### src/rtl/stream_pkg.sv
// stream_pkg: shared state encoding, default widths and keep-mask helper for the stream byte blocks
package stream_pkg;
  localparam int DATA_WD_DEF = 32;
  localparam int MAX_BYTES = 64;
  typedef enum logic [1:0] {WAIT_HDR = 2'd0, STREAM = 2'd1, EXTRA = 2'd2} state_t;
  function automatic logic [MAX_BYTES-1:0] cnt_to_keep(input int unsigned cnt);
    return cnt >= MAX_BYTES ? '1 : (MAX_BYTES'(1) << cnt) - MAX_BYTES'(1);
  endfunction
endpackage

### src/rtl/stream_byte_shift.sv
// stream_byte_shift: right-shifts a double-width {hi,lo} data/keep pair by a byte count, returning the low word
module stream_byte_shift import stream_pkg::*; #(
  parameter int DATA_WD = DATA_WD_DEF,
  parameter int DATA_BYTE_WD = DATA_WD >> 3,
  parameter int BYTE_CNT_WD = $clog2(DATA_BYTE_WD) + 1
) (
  input  logic [DATA_WD-1:0]      hi,
  input  logic [DATA_WD-1:0]      lo,
  input  logic [DATA_BYTE_WD-1:0] hi_keep,
  input  logic [DATA_BYTE_WD-1:0] lo_keep,
  input  logic [BYTE_CNT_WD-1:0]  cnt,
  output logic [DATA_WD-1:0]      data,
  output logic [DATA_BYTE_WD-1:0] keep
);
  logic [2*DATA_WD-1:0] d_sh;
  logic [2*DATA_BYTE_WD-1:0] k_sh;
  // shift data by 8*cnt bits and keep by cnt bits, then take the low half
  always_comb begin
    d_sh = {hi, lo} >> {cnt, 3'b000};
    k_sh = {hi_keep, lo_keep} >> cnt;
    data = d_sh[DATA_WD-1:0];
    keep = k_sh[DATA_BYTE_WD-1:0];
  end
endmodule

### src/rtl/stream_insert.sv
// stream_insert: prepends a 0..DATA_BYTE_WD byte header to each AXI-Stream packet, keeping output densely packed
module stream_insert import stream_pkg::*; #(
  parameter int DATA_WD = DATA_WD_DEF,
  parameter int DATA_BYTE_WD = DATA_WD >> 3,
  parameter int BYTE_CNT_WD = $clog2(DATA_BYTE_WD) + 1
) (
  input  logic                    clk,
  input  logic                    rst_n,
  input  logic                    valid_in,
  input  logic [DATA_WD-1:0]      data_in,
  input  logic [DATA_BYTE_WD-1:0] keep_in,
  input  logic                    last_in,
  output logic                    ready_in,
  output logic                    valid_out,
  output logic [DATA_WD-1:0]      data_out,
  output logic [DATA_BYTE_WD-1:0] keep_out,
  output logic                    last_out,
  input  logic                    ready_out,
  input  logic                    valid_insert,
  input  logic [DATA_WD-1:0]      data_insert,
  input  logic [DATA_BYTE_WD-1:0] keep_insert,
  input  logic [BYTE_CNT_WD-1:0]  byte_insert_cnt,
  output logic                    ready_insert
);
  state_t state;
  logic [DATA_WD-1:0] res_data;
  logic [DATA_BYTE_WD-1:0] res_keep;
  logic [BYTE_CNT_WD-1:0] h_r;
  logic [DATA_BYTE_WD-1:0] keep_sh;
  logic [DATA_BYTE_WD-1:0] keep_spill;
  logic need_extra;
  logic in_stream;
  logic in_extra;
  assign in_stream = state == STREAM;
  assign in_extra = state == EXTRA;
  // in EXTRA only the residual is left, so the lower word is flushed as zero
  stream_byte_shift #(
    .DATA_WD(DATA_WD),
    .DATA_BYTE_WD(DATA_BYTE_WD),
    .BYTE_CNT_WD(BYTE_CNT_WD)
  ) u_shift (
    .hi(res_data),
    .lo(in_extra ? '0 : data_in),
    .hi_keep(res_keep),
    .lo_keep(in_extra ? '0 : keep_in),
    .cnt(h_r),
    .data(data_out),
    .keep(keep_sh)
  );
  // handshake and beat-qualifier decode; bytes pushed past the low word force an extra flush beat
  always_comb begin
    keep_spill = keep_in << (BYTE_CNT_WD'(DATA_BYTE_WD) - h_r);
    need_extra = |keep_spill;
    valid_out = in_stream ? valid_in : in_extra;
    ready_in = in_stream & ready_out;
    ready_insert = state == WAIT_HDR;
    last_out = in_stream ? last_in & ~need_extra : in_extra;
    keep_out = valid_out ? keep_sh : '0;
  end
  // packet sequencing and residual capture; registers only move on a handshake
  always_ff @(posedge clk or negedge rst_n) begin
    if (!rst_n) begin
      state <= WAIT_HDR;
      res_data <= '0;
      res_keep <= '0;
      h_r <= '0;
    end else begin
      case (state)
        WAIT_HDR: if (valid_insert) begin
          res_data <= data_insert;
          res_keep <= keep_insert;
          h_r <= byte_insert_cnt;
          state <= STREAM;
        end
        STREAM: if (valid_in && ready_out) begin
          res_data <= data_in;
          res_keep <= keep_in;
          if (last_in) state <= need_extra ? EXTRA : WAIT_HDR;
        end
        EXTRA: if (ready_out) state <= WAIT_HDR;
        default: state <= WAIT_HDR;
      endcase
    end
  end
endmodule

### config.mk
export PLATFORM = sky130hd
export DESIGN_NAME = stream_insert
export DESIGN_NICKNAME = d
export VERILOG_FILES = /design/src/rtl/stream_pkg.sv /design/src/rtl/stream_byte_shift.sv /design/src/rtl/stream_insert.sv
export SDC_FILE = /design/constraint.sdc
export NUM_CORES = 1
export LEC_CHECK = 0
export BUFFER_PORTS_ARGS = -buffer_cell sky130_fd_sc_hd__buf_2
export CAP_MARGIN = 25
export CORE_ASPECT_RATIO = 0.6
export CORE_MARGIN = 1
export CORE_UTILIZATION = 25
export DETAILED_ROUTE_END_ITERATION = 12
export PLACE_DENSITY = 0.43
export SLEW_MARGIN = 20
export SYNTH_ARGS = -nofsm -noshare
export SYNTH_HDL_FRONTEND = slang
export SYNTH_SLANG_ARGS = --single-unit
### constraint.sdc
create_clock -name clk -period 1.7 [get_ports clk]
set_input_delay 0 -clock clk [delete_from_list [all_inputs] [get_ports clk]]
set_output_delay 0 -clock clk [all_outputs]
set_load 0.01 [all_outputs]
=== Word-level counts from Yosys, hierarchy flattened ===
Index checks and enable logic that the tools add are counted.

* Flip-flop bits (word level): 41
* Output and inout port bits: 40
* Logic and storage cells: 41

* Add/subtract/negate cells: 1
* Equality and inequality tests: 6
* Shift operators: 3
* Mux-type cells: 17
* Bitwise gates (word level): 3
* Reduce and logical (&&, ||, !) cells: 7

{| class="wikitable"
|+ Operator list
! cell !! number
|-
| 32-bit 2-to-1 mux || 3
|-
| 32-bit case mux with 2 select lines || 1
|-
| 64-bit by 6-bit >> shifter with 32-bit output || 1
|-
| 4-bit 2-to-1 mux || 4
|-
| 2-bit 2-to-1 mux || 5
|-
| 4-bit case mux with 2 select lines || 1
|-
| 8-bit by 3-bit >> shifter with 4-bit output || 1
|-
| 2-bit != test (second input constant) || 3
|-
| 2-bit case mux with 3 select lines || 1
|-
| 4-bit AND reduction || 1
|-
| 4-bit OR reduction || 1
|-
| 4-bit by 3-bit << shifter with 4-bit output || 1
|-
| 3-bit AND reduction || 1
|-
| 3-bit subtractor (first input constant) || 1
|-
| 1-bit bitwise AND || 2
|-
| 2-bit by 1-bit == test with 1-bit output (second input constant) || 1
|-
| 2-bit == test (second input constant) || 1
|-
| 2-bit zero test || 1
|-
| 1-bit 2-to-1 mux || 2
|-
| 2-bit by 1-bit != test with 1-bit output (second input constant) || 1
|-
| 2-bit AND reduction || 1
|-
| 2-bit nonzero test || 1
|-
| 1-bit logical AND || 1
|-
| 1-bit NOT || 1
|}

=== Depth between registers and ports, before layout ===
* Depth in word-level cells: 7
* Gate-level depth with buffers: 7

=== Cells and area by module ===
A second synthesis with hierarchy kept.

* Cell total of the unflattened synthesis: 442
* Area total of the unflattened synthesis: 3955.0 um2

{| class="wikitable"
|+ By module, submodules not included
! module !! instances !! cells an instance !! area each (um2)
|-
| stream_insert || 1 || 237 || 2233.4
|-
| stream_byte_shift || 1 || 205 || 1721.7
|}

=== Least setup slack after synthesis ===
Ideal clock, no wire load.

* Path type: register -> output
* Start point: register h_r[1]
* End point: output port last_out
* Arrival time: 1.571 ns
* Required time: 1.700 ns
* Setup slack: 0.129 ns
* Cell stages (with the launch flop): 8
* Path buffers: 1
* Cells stage by stage: dfrtp_1 buf_2 clkinv_1 ha_1 inv_1 a21oi_1 o221ai_1 a31oi_1

* Cells in the longest elaborated chain, start to end: 6

{| class="wikitable"
|+ RTL lines
! item !! RTL line !! text
|-
| start: declaration || stream_insert.sv:28 || <nowiki>logic [BYTE_CNT_WD-1:0] h_r;</nowiki>
|-
| start signal: assignment || stream_insert.sv:72 || <nowiki>h_r <= byte_insert_cnt;</nowiki>
|-
| 3-bit subtractor || stream_insert.sv:52 || <nowiki>keep_spill = keep_in << (BYTE_CNT_WD'(DATA_BYTE_WD) - h_r);</nowiki>
|-
| 4-bit by 3-bit << shifter with 4-bit output || stream_insert.sv:52 ||
|-
| 4-bit OR reduction || stream_insert.sv:53 || <nowiki>need_extra = |keep_spill;</nowiki>
|-
| 1-bit NOT || stream_insert.sv:57 || <nowiki>last_out = in_stream ? last_in & ~need_extra : in_extra;</nowiki>
|-
| 1-bit bitwise AND || stream_insert.sv:57 ||
|-
| 1-bit 2-to-1 mux || stream_insert.sv:57 ||
|-
| end: declaration || stream_insert.sv:17 || <nowiki>output logic last_out,</nowiki>
|}

No other way between the ends.

=== Final worst setup path ===
* Start point: register h_r[0]
* End point: output port data_out[0]

* Cells in the longest elaborated chain, start to end: 1

{| class="wikitable"
|+ RTL lines
! item !! RTL line !! text
|-
| 64-bit by 6-bit >> shifter with 32-bit output || stream_byte_shift.sv:19 || <nowiki>d_sh = {hi, lo} >> {cnt, 3'b000};</nowiki>
|-
| end: declaration || stream_insert.sv:15 || <nowiki>output logic [DATA_WD-1:0] data_out,</nowiki>
|}

No other way between the ends.

==> run metrics <==
Final Critical Period=1906 ps; failing checks=negative hold slack, negative setup slack; leakage=0.002848 µW; reg2reg setup slack=100 ps; Routed WL per cell=19.95 µm; Avg Vias per Cell=5.108; achievable frequency=524.8 MHz; number of cell rows=33; area grow syn2layout=68.50%; PortBufs=120; Detailed Route Iter0 Violations=375; CP Data Required Time=1700 ps; hold crit path type=input port to flip-flop; Slew headroom=0.6389; Yosys Warn Count=0; Power, Total=13170 µW; post-layout util=0.4402; Primary FF master, synth=dfrtp_1; gate count of the mapped netlist=484; global placer's final weighted congestion=0.8681; Slew Viols, Final=0; Ports=121; Root Driver=clkbuf_16; Reg-to-Reg Start=state[0]; startpoint types=flip-flop; crit end category=output port; Mapped Area=0.003635 mm²; most frequent cells in the layout=buf_2 (120), nand2_1 (93), dlygate4sd3_1 (56), mux2i_1 (53), nor2_1 (52); PD cells=2150 mW/mm²; Worst-Margin Slew=541.7 ps; dpl hpwl=12250 µm; Overall Global Routing Usage=0.2233; share of layout cells above drive strength 1=0.3738; Core ar.=0.01391 mm²; global route total overflow=0; drt pass-1 iters=6; ys async rst share=1.000; period utilization=1.121; Post-synth EDFFs=0; Max VDD drop=0.0008837 V; Yosys reg bits=41; worst hold path endpoint=state[0]; syn avg cell area=7.510 µm²; TNS Setup=-4799 ps; chip width=157.7 µm; Netlist cell types=37; H-tree Lvls=2; critical path class=flip-flop to output port; final-report setup violation count=37; chip height=95.40 µm; Antenna Nets Post-Route=0; maxcap violations=0; initial core utilization=0.2612; final wirelength=17820 µm; antenna violations before repair=0; diode count=0; WHS=-8.477 ps; Setup WS post-layout=-205.5 ps; # DRC=0; Vias=4561; Worst Hold Launch=valid_insert; die footprint=0.01504 mm²; CTS clk-pin slew, worst paths=70 ps; count of nets after finishing=783; most common cell after layout, fill and taps aside=buf_2; Worst Path Max Fanout=18; final hold violation count=3; worst hold stages=3; CTS tree=built; vias in the first global route=4070; reg2reg path depth=6; syn nets=566; FILL cells=1419; Clock Path Buffers=2; CTS Buf Count=5; RSZ-0062 raised after global routing=true; global-route wire length before repair=24360 µm; status=finished, violations left; clk sinks=41; clock skew=7.812 ps; Skew-Pair Late Insertion Delay=300 ps; largest net degree at the start of global routing=73; worst r2r dst=res_data[29]; sequential area share after synthesis=0.2823; Worst Path Arrival=1910 ps
## where the power goes
| part | internal [µW] | switching, µW |
|---|---|---|
| registers | 1480 | 768 |
| logic | 4680 | 5220 |
| clock network | 579 | 437 |
| total | 6740 | 6430 |
## through the flow
| step | cells | instance area [µm²] | setup slack, ps |
|---|---|---|---|
| 2_1_floorplan | 484 | 3635 | 128.5 |
| 3_3_place_gp | 804 | 4676 | -86.47 |
| 3_5_place_dp | 804 | 4676 | -80.68 |
| 4_1_cts | 876 | 5695 | -201.8 |
| 5_1_grt | 893 | 6125 | -267.8 |
| 6_report | 893 | 6125 | -205.5 |
## routing by layer
layer / global-route usage / wire [µm] / up-vias
met3: 0.03864 / 1541 / 11
met2: 0.2952 / 6734 / 242
li1: - / - / 2177
met1: 0.3636 / 9407 / 2131
met4: 0.03722 / 135 / 0
met5: 0 / 0 / -
## critical path: stages (launching register included)
cell and delay (ps):
dfrtp_4 520, buf_12 200, buf_6 140, mux2i_1 230, o22ai_2 140, a21o_1 220
buf_2 140
## synth_stat cells, types with 10 or more instances
| cell type | count | share of area |
|---|---|---|
| nor2_1 | 53 | 0.055 |
| a21oi_1 | 21 | 0.029 |
| a21o_1 | 10 | 0.021 |
| a31oi_1 | 39 | 0.067 |
| inv_1 | 15 | 0.015 |
| buf_2 | 25 | 0.034 |
| nand2_1 | 96 | 0.099 |
| mux2i_1 | 60 | 0.17 |
| o21ai_0 | 22 | 0.030 |
| dfrtp_1 | 41 | 0.28 |
| nand2b_1 | 14 | 0.024 |
| a211oi_1 | 11 | 0.023 |
## registers in the layout, summed over array words and instances (netlist names)
name / flops
h_r: 3
res_data: 32
res_keep: 4
state: 2
## repair_timing
item	CTS	global route
hold buffers	56	0
pin swaps	7	15
endpoints found under the hold margin	52	0
resized for setup	65	53
cloned	1	5
buffers inserted	8	13
endpoints found under the setup margin	37	40
## logic make-up after synthesis
family          count (synthesis)  share of synthesized area
flops                          41                     0.2823
xor+xnor                        1                   0.002410
fa+ha+maj                       1                   0.003442
simple gates                  180                     0.2041
compound gates                141                     0.2544
buf+inv                        57                    0.07573
mux                            63                     0.1776
## worst max path at each step
stage | to | cells after the start | slack, ps | from
finish | data_out[0] | 6 | -210 | h_r[0]
global route | last_out | 7 | -270 | h_r[0]
CTS | data_out[11] | 6 | -200 | h_r[0]
detailed placement | data_out[3] | 6 | -80 | h_r[0]
global placement | data_out[3] | 6 | -90 | h_r[0]
floorplan | last_out | 7 | 130 | h_r[1]
## cell type report
type | count | area (µm²) | area share
well taps | 192 | 240.2 | 0.03922
multi-input cells | 386 | 2668 | 0.4355
flip-flops and latches | 41 | 1031 | 0.1683
clock buffers | 7 | 142.6 | 0.02329
repair buffers | 250 | 1978 | 0.3230
inverters | 17 | 65.06 | 0.01062
No activity file was read; power rests on OpenSTA's default activity.
